## src/rtl/alu_pkg.sv

```systemverilog
// Shared types for the accumulator ALU: opcodes and flag bundle.
// Imported by alu_core and alu_accum.
package alu_pkg;

  typedef enum logic [3:0] {
    ALU_ADD  = 4'd0,
    ALU_SUB  = 4'd1,
    ALU_AND  = 4'd2,
    ALU_OR   = 4'd3,
    ALU_XOR  = 4'd4,
    ALU_NOT  = 4'd5,
    ALU_SHL  = 4'd6,
    ALU_SHR  = 4'd7,
    ALU_SAR  = 4'd8,
    ALU_ROL  = 4'd9,
    ALU_ROR  = 4'd10,
    ALU_PASS = 4'd11,
    ALU_INC  = 4'd12,
    ALU_DEC  = 4'd13,
    ALU_MUL  = 4'd14,
    ALU_CMP  = 4'd15
  } op_e;

  typedef struct packed {
    logic n;
    logic z;
    logic v;
    logic c;
  } flags_t;

  localparam op_e OP_MUL = ALU_MUL;
  localparam op_e OP_CMP = ALU_CMP;

endpackage

```

## src/rtl/alu_core.sv

```systemverilog
// Combinational single-cycle ALU datapath: r = a op b, plus {N,Z,V,C}.
// Ports: a, b (W), op (op_e) in; r (W), f (flags_t) out. MUL is not done here.
module alu_core
  import alu_pkg::*;
#(
  parameter int W = 8
) (
  input  logic [W-1:0] a,
  input  logic [W-1:0] b,
  input  op_e          op,
  output logic [W-1:0] r,
  output flags_t       f
);

  localparam int SHW = $clog2(W);
  localparam logic [SHW:0] WL = (SHW+1)'(W);

  logic [SHW-1:0] sh;
  logic [W:0]     sum;
  logic [W:0]     dif;
  logic [W:0]     inc;
  logic [W:0]     dec;
  logic [W:0]     shl;
  logic [W:0]     shr;
  logic signed [W:0] sar;
  logic [SHW:0]   rsh;
  logic           c;
  logic           v;

  assign sh  = b[SHW-1:0];
  assign rsh = WL - {1'b0, sh};
  assign sum = {1'b0, a} + {1'b0, b};
  assign dif = {1'b0, a} - {1'b0, b};
  assign inc = {1'b0, a} + (W+1)'(1);
  assign dec = {1'b0, a} - (W+1)'(1);
  // Extra bit catches the last bit shifted out; shift of 0 leaves it 0.
  assign shl = {1'b0, a} << sh;
  assign shr = {a, 1'b0} >> sh;
  assign sar = $signed({a, 1'b0}) >>> sh;

  always_comb begin
    r = a;
    c = 1'b0;
    v = 1'b0;
    unique case (op)
      ALU_ADD: begin
        r = sum[W-1:0];
        c = sum[W];
        v = (a[W-1] == b[W-1]) && (r[W-1] != a[W-1]);
      end
      ALU_SUB, ALU_CMP: begin
        r = dif[W-1:0];
        c = dif[W];
        v = (a[W-1] != b[W-1]) && (r[W-1] != a[W-1]);
      end
      ALU_AND:  r = a & b;
      ALU_OR:   r = a | b;
      ALU_XOR:  r = a ^ b;
      ALU_NOT:  r = ~a;
      ALU_SHL: begin
        r = shl[W-1:0];
        c = shl[W];
      end
      ALU_SHR: begin
        r = shr[W:1];
        c = shr[0];
      end
      ALU_SAR: begin
        r = sar[W:1];
        c = sar[0];
      end
      ALU_ROL: begin
        r = (a << sh) | (a >> rsh);
        c = r[W-1];
      end
      ALU_ROR: begin
        r = (a >> sh) | (a << rsh);
        c = r[0];
      end
      ALU_PASS: r = b;
      ALU_INC: begin
        r = inc[W-1:0];
        c = inc[W];
        v = !a[W-1] && r[W-1];
      end
      ALU_DEC: begin
        r = dec[W-1:0];
        c = dec[W];
        v = a[W-1] && !r[W-1];
      end
      ALU_MUL: r = a;
      default: r = a;
    endcase
  end

  assign f.n = r[W-1];
  assign f.z = (r == '0);
  assign f.v = v;
  assign f.c = c;

endmodule

```

## src/rtl/alu_accum.sv

```systemverilog
// Accumulator ALU: acc/flags registers, IDLE/MUL FSM, shift-add multiplier.
// Ports: CLK100MHZ, rst, load, start, op, b in; acc, flags, busy, done, err out.
// Macro ALU_MUL_EN enables the iterative MUL; without it opcode 14 raises err.
module alu_accum
  import alu_pkg::*;
#(
  parameter int W   = 8,
  parameter int SHW = $clog2(W)
) (
  input  logic         CLK100MHZ,
  input  logic         rst,
  input  logic         load,
  input  logic         start,
  input  op_e          op,
  input  logic [W-1:0] b,
  output logic [W-1:0] acc,
  output flags_t       flags,
  output logic         busy,
  output logic         done,
  output logic         err
);

`ifdef ALU_MUL_EN
  typedef enum logic {S_IDLE, S_MUL} state_e;
`else
  typedef enum logic {S_IDLE} state_e;
`endif

  state_e       state;
  state_e       state_n;
  logic [W-1:0] acc_n;
  flags_t       flags_n;
  logic         done_n;
  logic         err_n;
  logic [W-1:0] core_r;
  flags_t       core_f;

`ifdef ALU_MUL_EN
  logic [2*W-1:0] mcand;
  logic [2*W-1:0] mcand_n;
  logic [W-1:0]   mplier;
  logic [W-1:0]   mplier_n;
  logic [2*W-1:0] prod;
  logic [2*W-1:0] prod_n;
  logic [SHW-1:0] cnt;
  logic [SHW-1:0] cnt_n;
`endif

  alu_core #(.W(W)) u_core (
    .a  (acc),
    .b  (b),
    .op (op),
    .r  (core_r),
    .f  (core_f)
  );

  assign busy = (state != S_IDLE);

  always_ff @(posedge CLK100MHZ) begin
    if (rst) begin
      state  <= S_IDLE;
      acc    <= '0;
      flags  <= '0;
      done   <= 1'b0;
      err    <= 1'b0;
`ifdef ALU_MUL_EN
      mcand  <= '0;
      mplier <= '0;
      prod   <= '0;
      cnt    <= '0;
`endif
    end else begin
      state  <= state_n;
      acc    <= acc_n;
      flags  <= flags_n;
      done   <= done_n;
      err    <= err_n;
`ifdef ALU_MUL_EN
      mcand  <= mcand_n;
      mplier <= mplier_n;
      prod   <= prod_n;
      cnt    <= cnt_n;
`endif
    end
  end

  always_comb begin
    state_n  = state;
    acc_n    = acc;
    flags_n  = flags;
    done_n   = 1'b0;
    err_n    = 1'b0;
`ifdef ALU_MUL_EN
    mcand_n  = mcand;
    mplier_n = mplier;
    prod_n   = prod;
    cnt_n    = cnt;
`endif
    unique case (state)
      S_IDLE: begin
        if (load) begin
          acc_n   = b;
          flags_n = '0;
        end else if (start) begin
          if (op == OP_MUL) begin
`ifdef ALU_MUL_EN
            // Operands are frozen here; b may change while iterating.
            state_n  = S_MUL;
            mcand_n  = {{W{1'b0}}, acc};
            mplier_n = b;
            prod_n   = '0;
            cnt_n    = '0;
`else
            err_n    = 1'b1;
`endif
          end else begin
            flags_n = core_f;
            done_n  = 1'b1;
            if (op != OP_CMP) acc_n = core_r;
          end
        end
      end
`ifdef ALU_MUL_EN
      S_MUL: begin
        prod_n   = prod + (mplier[0] ? mcand : '0);
        mcand_n  = mcand << 1;
        mplier_n = mplier >> 1;
        cnt_n    = cnt + 1'b1;
        if (cnt == SHW'(W-1)) begin
          state_n   = S_IDLE;
          acc_n     = prod_n[W-1:0];
          flags_n.n = prod_n[W-1];
          flags_n.z = (prod_n[W-1:0] == '0);
          flags_n.v = |prod_n[2*W-1:W];
          flags_n.c = |prod_n[2*W-1:W];
          done_n    = 1'b1;
        end
      end
`endif
      default: state_n = S_IDLE;
    endcase
  end

endmodule

```

## config.mk

```make
export PLATFORM = sky130hd
export DESIGN_NAME = alu_accum
export DESIGN_NICKNAME = d
export VERILOG_FILES = /design/src/rtl/alu_pkg.sv /design/src/rtl/alu_core.sv /design/src/rtl/alu_accum.sv
export SDC_FILE = /design/constraint.sdc
export NUM_CORES = 1
export LEC_CHECK = 0
export ABC_CLOCK_PERIOD_IN_PS = 4500
export BUFFER_PORTS_ARGS = -buffer_cell sky130_fd_sc_hd__buf_2
export CAP_MARGIN = 20
export CORE_MARGIN = 2
export CORE_UTILIZATION = 35
export DETAILED_ROUTE_END_ITERATION = 6
export GPL_ROUTABILITY_DRIVEN = 0
export SETUP_SLACK_MARGIN = 0.5
export SLEW_MARGIN = 10
export SYNTH_ARGS = -nofsm -noshare
export SYNTH_HDL_FRONTEND = slang
export SYNTH_HIERARCHICAL = 1
export SYNTH_SLANG_ARGS = --single-unit
```

## constraint.sdc

```tcl
create_clock -name CLK100MHZ -period 4.5 [get_ports CLK100MHZ]
set_input_delay 0.225 -clock CLK100MHZ [delete_from_list [all_inputs] [get_ports CLK100MHZ]]
set_output_delay 0.225 -clock CLK100MHZ [all_outputs]
set_load 0.005 [all_outputs]
```

Yosys cells after proc, flatten, opt, wreduce, memory -nomap -nowiden
Cells that the tools add are included.
{"block": "classes", "n_addsub": 5, "n_eq_ne": 21, "shifts": 7, "n_mux": 12, "n_bitwise": 7, "reduce_logical": 14}
{"operator": "case mux 8 bit (15 select lines)", "count": 1}
{"operator": "== test 4 bit (second input constant)", "count": 8}
{"operator": "2-to-1 mux 8 bit", "count": 4}
{"operator": "bitwise OR 8 bit", "count": 3}
{"operator": "== test 4 x 3 -> 1 bit (second input constant)", "count": 4}
{"operator": "2-to-1 mux 4 bit", "count": 3}
{"operator": "adder 8 x 1 -> 9 bit (second input constant)", "count": 1}
{"operator": "adder 8 x 8 -> 9 bit", "count": 1}
{"operator": "case mux 1 bit (9 select lines)", "count": 1}
{"operator": "left shift 8 x 3 -> 9 bit", "count": 1}
{"operator": ">> shifter 9 x 3 -> 9 bit", "count": 1}
{"operator": ">>> shifter 9 x 3 -> 9 bit", "count": 1}
{"operator": "subtractor 8 x 1 -> 9 bit (second input constant)", "count": 1}
{"operator": "subtractor 8 x 8 -> 9 bit", "count": 1}
{"operator": "AND 8 bit", "count": 1}
{"operator": "== test 4 x 2 -> 1 bit (second input constant)", "count": 2}
{"operator": "zero test 8 bit", "count": 1}
{"operator": "NOT 8 bit", "count": 1}
{"operator": "left shift 8 x 3 -> 8 bit", "count": 1}
{"operator": "left shift 8 x 4 -> 8 bit", "count": 1}
{"operator": ">> shifter 8 x 3 -> 8 bit", "count": 1}
{"operator": ">> shifter 8 x 4 -> 8 bit", "count": 1}
{"operator": "XOR 8 bit", "count": 1}
{"operator": "== test 4 x 1 -> 1 bit (second input constant)", "count": 1}
{"operator": "16 further kinds", "count": 24}
{"block": "word_totals", "register_bits": 14}

Longest topological paths before layout
Gate-level depths: netlist of run 1.
{"block": "depth", "depth_word": 8, "mapped_depth": 17}

Hierarchy
Netlist of run 1, hierarchy kept.
{"module": "alu_core", "n_inst": 1, "cells_each": 484, "area_per_inst_um2": 3445.8, "seq_area_each_um2": 0.0}
{"module": "alu_accum", "n_inst": 1, "cells_each": 74, "area_per_inst_um2": 674.4, "seq_area_each_um2": 280.3}

Worst setup path after synthesis of run 1
OpenSTA, ideal clock, no wires.
{"block": "synth_path", "path_type": "input-to-reg", "startpoint": "input port b[2]", "endpoint": "register flags[2] in the netlist's numbering", "t_arrival_ns": 3.252, "required_time_ns": 4.428, "slack_ns": 1.176, "cell_stages": 16, "n_path_buf": 4, "cell_sequence": "buf_6 > buf_2 > inv_1 > clkbuf_1 > ha_1 > clkbuf_1 > nand2b_1 > a21oi_1 > xnor2_1 > o2111ai_1 > o32a_1 > or3_1 > or3_1 > nor4_2 > nand2_1 > mux2i_1"}
{"item": "start: declaration", "line": "alu_accum.sv:15", "source": "input logic [W-1:0] b,"}
{"item": "end signal: assignment", "line": "alu_accum.sv:75", "source": "flags <= flags_n;"}
{"item": "end: declaration", "line": "alu_accum.sv:17", "source": "output flags_t flags,"}

==> results of run 1 <==
kinds of logic (layout without fill, tap and decap cells):
family,after synthesis,count (layout),share of synthesized area [%]
buf+inv,80,74,9.96
flops,14,14,6.80
xor+xnor,13,13,3.13
simple gates,206,206,26.8
compound gates,168,168,28.6
mux,43,43,14.3
other cells,1,1,0.0910
fa+ha+maj,33,33,10.4
synthesized netlist by cell type (all sizes together), types with 4 or more instances:
cell | count | area (µm²)
clkbuf | 19 | 71.3
nor3b | 5 | 37.5
nand3b | 5 | 37.5
mux2i | 23 | 243
ha | 31 | 388
mux4 | 9 | 218
a31oi | 9 | 56.3
buf | 35 | 241
nand2 | 52 | 198
o21bai | 4 | 30.0
and2 | 5 | 31.3
nor2b | 8 | 50.1
dfxtp | 14 | 280
and3 | 4 | 25.0
o2111ai | 6 | 52.6
xnor2 | 10 | 95.1
mux2 | 11 | 128
a211oi | 19 | 143
o22ai | 8 | 50.1
o211ai | 11 | 82.6
a311oi | 4 | 41.3
o21ai | 28 | 140
nor4 | 7 | 50.1
a22oi | 8 | 60.1
nand3 | 10 | 50.1
inv | 25 | 93.8
nor3 | 30 | 155
a21oi | 29 | 145
or3 | 9 | 56.3
nor2 | 39 | 156
nand2b | 10 | 62.6
path summary, 6_finish.rpt:
check	from	end
hold / removal	start	err$_SDFF_PP0_
setup reg to reg	acc[5]$_SDFFE_PP0P_	acc[5]$_SDFFE_PP0P_
hold reg to reg	flags[0]$_SDFFE_PP0P_	flags[0]$_SDFFE_PP0P_
setup / recovery	b[2]	flags[2]$_SDFFE_PP0P_
routing by layer:
layer / GRT usage [%] / up-vias / routed length [µm]
met5: 0 / - / 0
met4: 11.5 / 0 / 802
met3: 2.97 / 81 / 1520
met2: 36.8 / 339 / 6640
met1: 32.6 / 2187 / 6440
li1: - / 2099 / -
through the flow:
stage | cell area [µm²] | hold WS (ps)
3_5_place_dp | 4250 | 456
5_1_grt | 4330 | 248
3_3_place_gp | 4250 | 443
6_report | 4330 | 241
2_1_floorplan | 4120 | 339
4_1_cts | 4330 | 235
state kept, by name, summed over array words and instances (netlist names):
name	flops
acc	8
done	1
err	1
flags	4
report_power, final:
part	switching [µW]	total (µW)	internal (µW)	leakage, µW
clock	48.0	164	116	0.0000370
combinational	357	575	218	0.00153
sequential	10.8	145	134	0.000115
total	416	883	467	0.00168
area by class of cell:
cell class	count	area share (%)
clock buffers	3	1.74
inverters	26	2.26
multi-input cells	464	79.3
flip-flops and latches	14	6.48
well taps	143	4.14
repair buffers	45	6.13
worst register-to-register path: cells and delay by family, from the launching register on:
| kind | cells | cell delay, ps |
|---|---|---|
| buffers and inverters | 1 | 280 |
| adder cells (fa/ha/maj) | 1 | 410 |
| flip-flops | 1 | 310 |
| AO/OA/AOI/OAI | 3 | 460 |
| multiplexers | 1 | 270 |
| AND/OR/NAND/NOR | 6 | 1560 |
==> results.ini, run 1 <==
[status]
run_status=finished, final reports clean

[routing]
ant_nets=0
vias=4706
drt-total-wl_um=15400
wl_per_cell_um=22.2
first_pass_iters=5
drt_iter0_markers=788
route.detailed.drc=0
viasPerCell=6.77

[clock_network]
postCtsHoldBufs=0
htreeDepth=1
cts_sinks=14
numCtsBuffers=3
clock_latency_ps=240
cts_max_path_buffers=2
cts_resized=0
clk_pin_slew_ps=40
clock-root-buffer=clkbuf_16
postCtsSetupBuffers=0
cts_tree=yes

[synth]
ys_warn_count=6
synth_area_um2=4120
yosys_register_bits=14
synth_area_per_cell_um2=7.38
synthArstFlopShare_pct=0
ys.flop_type=dfxtp_1
ys_types=83
seq_area_frac_synth_pct=6.80
synth_edf_count=0
syn_nets=607
syn_inst=558

[critical_path]
endpoint_kind=register
cp.required_ps=4670
slowest_stage=ha_1
worstSetupPathType=in -> reg
cp_data_arrival_time_ps=3620
cp_common_cell=or3_1
slowest_delay_ps=490
path_buf_inv=2
reg2reg_slack_ps=1070
path_max_fanout=22
r2r_cells=12
worstPathCellList=buf_2, inv_1, ha_1, nand2b_1, a21oi_1, xnor2_1, o2111ai_1, o32a_1, or3_1, or3_1, nor4_2, nand2_1, mux2i_1
worstSetupPathDepth=13
critical_path.top_delay_family=simple AND/OR/NAND/NOR gates
startpoint_type=input port

[floorplan]
ios=31
fp-row-count=39
initial_utilization_pct=35.9
die_width_um=113
dieArea_um2=12700
die_y_um=113
coreArea_um2=11500

[finish]
layout-drive-gt1-share_pct=14.7
area_growth_pct=5.01
seq_area_um2=280
layout_commonest_cell=nand2_1
final_cells=695
nets=603
antennaDiodeCount=0
layout_common_cells=nand2_1 (51), nor2_1 (37), ha_1 (31)
multi_input_comb_area_um2=3430
final_util_pct=37.7
fillers=1181

[sta]
timing.slew.headroom_pct=16.8
setup_viol=0
worstMarginPinSlew_ps=1220
rsz0062_at_grt=no
fin_skew_ps=0.509
post-route-period-util_pct=76.8
finalSetupTns_ps=0
setup_ws_ps=1050
final-max-slew-violation-count=0
hold_viol=0
finalCriticalPeriod_ps=3450
fmax_ghz=0.290

[power_and_ir_drop]
vdd_drop_max_mv=0.276
total_leakage_power_uw=0.00168
p_per_area_nw_per_um2=204
total_power_uw=883

[placed_design]
dp_slack_ps=853
portBuffers=29
dp_cells=692
hpwl_um=11300

[global_routing]
gr-total-overflow=0
grt_pass1_wl_um=24400
grt_max_degree=42
grt_antenna_before_repair=0
grt_pass1_vias=4413
track_usage_pct=23.7

[hold_path]
whs_path_depth=3
hp-class=in -> reg

[job]
maxCapViolations=0

No activity file was read; power rests on OpenSTA's default activity.
==> run 2, diff against run 1 <==
- ABC_AREA: not set -> 1
- ABC_CLOCK_PERIOD_IN_PS: 4500 -> 3400
- clock period: 4.5 -> 3.4 ns (I/O delays scaled with it)
==> run 2 against run 1 <==
Clock-buffer cell count grew 1. First-iteration DRC count decreased by 9.8%. Combinational power is 16% higher. Critical path depth rose by 4. Design area is 2.2% higher. Utilization rose by 1.2 points. Via count is 12% higher. Clock skew rose by 5.8 ps. Register-to-register slack got worse by 390 ps. Critical path type is now reg -> reg. Die area decreased by 1.2%. Non-clock buffer count fell by 2.
==> results.ini, run 2 <==
[synth]
synth_top_area_cell=nand2_1
synth_edf_count=0  ; unchanged
syn_nets=855  ; +41%
yosys-top-cells-area=nand2_1 (28%), nand3_1 (15%), nor2_1 (9.6%)
synthArstFlopShare_pct=0  ; unchanged
yosys_register_bits=14  ; unchanged
synthTopCellsByCount=nand2_1 (306), nand3_1 (125), nor2_1 (104), inv_1 (84), ha_1 (31)
ys.flop_type=dfxtp_1
ys_types=35  ; -58%
synth_most_common_cell=nand2_1
synth_area_per_cell_um2=5.05  ; -32%
synth_area_um2=4070  ; -1.3%
ys_warn_count=6  ; unchanged
seq_area_frac_synth_pct=6.89  ; +0.088 points
syn_inst=806  ; +44%
synth_top_area_share_pct=28.2  ; +19 points

[global_routing]
grt_pass1_vias=4791  ; +8.6%
grt_pass1_wl_um=25200  ; +3.5%
gr-total-overflow=0  ; unchanged
track_usage_pct=24.8  ; +1.1 points
grt_antenna_before_repair=0  ; unchanged
grt_max_degree=26  ; -38%

[finish]
fillers=1290  ; +9.2%
layout_common_cells=nand2_1 (306), nand3_1 (125), nor2_1 (104), inv_1 (83), ha_1 (30)
area_growth_pct=8.70
top_regs=acc (8), flags (4)
final_util_pct=38.9  ; +1.2 points
layout_commonest_cell=nand2_1
seq_area_um2=290  ; +3.6%
antennaDiodeCount=0  ; unchanged
largest_reg_flops=8  ; unchanged
layout-drive-gt1-share_pct=11.1  ; -3.5 points
top_register=acc
nets=877  ; +45%
multi_input_comb_area_um2=3250  ; -5.4%

[critical_path]
cp.required_ps=3580  ; -1090 ps
cp_common_cell=nor2_1
path_buf_inv=3  ; +1
path_max_fanout=11  ; -50%
critical_path.top_delay_family=simple AND/OR/NAND/NOR gates
cp_data_arrival_time_ps=2900  ; -720 ps
slowest_stage=dfxtp_4
slowest_delay_ps=430  ; -60 ps
endpoint_kind=register
worstSetupPathType=reg -> reg
worstPathCellList=clkinvlp_4, ha_1, inv_1, fa_1, nand2_1, nand3_1, nor2_1, nand3_1, nor2_1, nor2_2, nor2_1, nand2_1, nor2_1, inv_1, nand3_1, nand2_1, nor2_1
startpoint_type=register

[routing]
ant_nets=0  ; unchanged
drt-total-wl_um=15600  ; +1.3%
viasPerCell=5.44  ; -20%
wl_per_cell_um=16.1  ; -27%
drt_iter0_markers=711  ; -9.8%
first_pass_iters=6  ; +1
route.detailed.drc=0  ; unchanged
vias=5276  ; +12%

[status]
run_status=finished, final reports clean

[clock_network]
cts_sinks=14  ; unchanged
clk_pin_slew_ps=50  ; about the same
clock-root-buffer=clkbuf_16
numCtsBuffers=3  ; unchanged
htreeDepth=1  ; unchanged
cts_tree=yes
postCtsHoldBufs=0  ; unchanged
cts_max_path_buffers=2  ; unchanged
clock_latency_ps=250  ; about the same

[floorplan]
coreArea_um2=11400  ; -0.85%
dieArea_um2=12500  ; -1.2%
initial_utilization_pct=35.8  ; -0.15 points
fp-row-count=39  ; unchanged
die_y_um=112  ; -0.62%
die_width_um=112  ; -0.62%
ios=31  ; unchanged

[power_and_ir_drop]
vdd_drop_max_mv=0.308  ; +12%
total_power_uw=1130  ; +28%
total_leakage_power_uw=0.00252  ; +50%
p_per_area_nw_per_um2=256  ; +25%

[hold_path]
hp-class=in -> reg

[sta]
finalSetupTns_ps=0  ; unchanged
setup_ws_ps=679  ; -367 ps
timing.slew.headroom_pct=44.0  ; +27 points
setup_viol=0  ; unchanged
worstMarginPinSlew_ps=836  ; -380 ps
fmax_ghz=0.367
post-route-period-util_pct=80.0
finalCriticalPeriod_ps=2720
hold_viol=0  ; unchanged
fin_skew_ps=6.26  ; +5.75 ps
final-max-slew-violation-count=0  ; unchanged
rsz0062_at_grt=no

[placed_design]
portBuffers=29  ; unchanged
hpwl_um=12100  ; +7.5%
dp_slack_ps=467  ; -386 ps

[job]
maxCapViolations=0  ; unchanged

-- run 2: power by group --
part,total [µW],internal (µW),switching (µW),leakage (µW)
registers,202,177,25.0,0.000117
logic,669,211,458,0.00236
clock network,259,179,79.7,0.0000442
-- run 2: worst reg2reg max path, cell delays in order (launching register included) --
cell and delay [ps]:
dfxtp_4 430, clkinvlp_4 110, ha_1 200, inv_1 110, fa_1 420, nand2_1 110, nand3_1 90, nor2_1 140
nand3_1 120, nor2_1 240, nor2_2 70, nor2_1 130, nand2_1 100, nor2_1 130, inv_1 50, nand3_1 70
nand2_1 50, nor2_1 80
-- run 2: stage by stage --
| stage | area, µm² | std cells | hold slack, ps |
|---|---|---|---|
| 6_report | 4420 | 970 | 228 |
| 5_1_grt | 4420 | 970 | 254 |
| 4_1_cts | 4400 | 969 | 231 |
| 3_5_place_dp | 4310 | 965 | 467 |
| 3_3_place_gp | 4310 | 965 | 477 |
| 2_1_floorplan | 4070 | 806 | 347 |
-- run 2: cells by family after synthesis --
logic type / synth area share, %
AND/OR/NAND/NOR: 60.5
buffers and inverters: 13.4
AO/OA/AOI/OAI: 7.94
adder cells (fa/ha/maj): 10.5
flip-flops: 6.89
XOR/XNOR: 0.646
other: 0.0922
-- run 2: final timing paths --
kind                              start               endpoint  slack (ps)  cells after the start
hold reg to reg   flags[1]$_SDFFE_PP0P_  flags[1]$_SDFFE_PP0P_         490                      2
hold / removal                      rst    acc[3]$_SDFFE_PP0P_         230                      4
setup / recovery    acc[0]$_SDFFE_PP0P_  flags[2]$_SDFFE_PP0P_         680                     17
setup reg to reg    acc[0]$_SDFFE_PP0P_  flags[2]$_SDFFE_PP0P_         680                     17
-- run 2: cell type report --
class | count | area share (%)
repair buffers | 43 | 5.66
well taps | 143 | 4.05
clock buffers | 4 | 2.01
flip-flops and latches | 14 | 6.56
multi-input cells | 671 | 73.4
inverters | 95 | 8.32
-- run 2: per-layer routing --
layer | up-vias | GRT usage [%] | routed length, µm
met5 | - | 0 | 0
met2 | 330 | 39.8 | 6850
met3 | 63 | 1.96 | 1500
met4 | 0 | 10.6 | 711
li1 | 2598 | - | -
met1 | 2285 | 34.2 | 6530
-- run 2: repair_timing --
item	in CTS	in global routing
buffers inserted	0	1
setup endpoints to repair	2	2
gates resized for setup	2	6
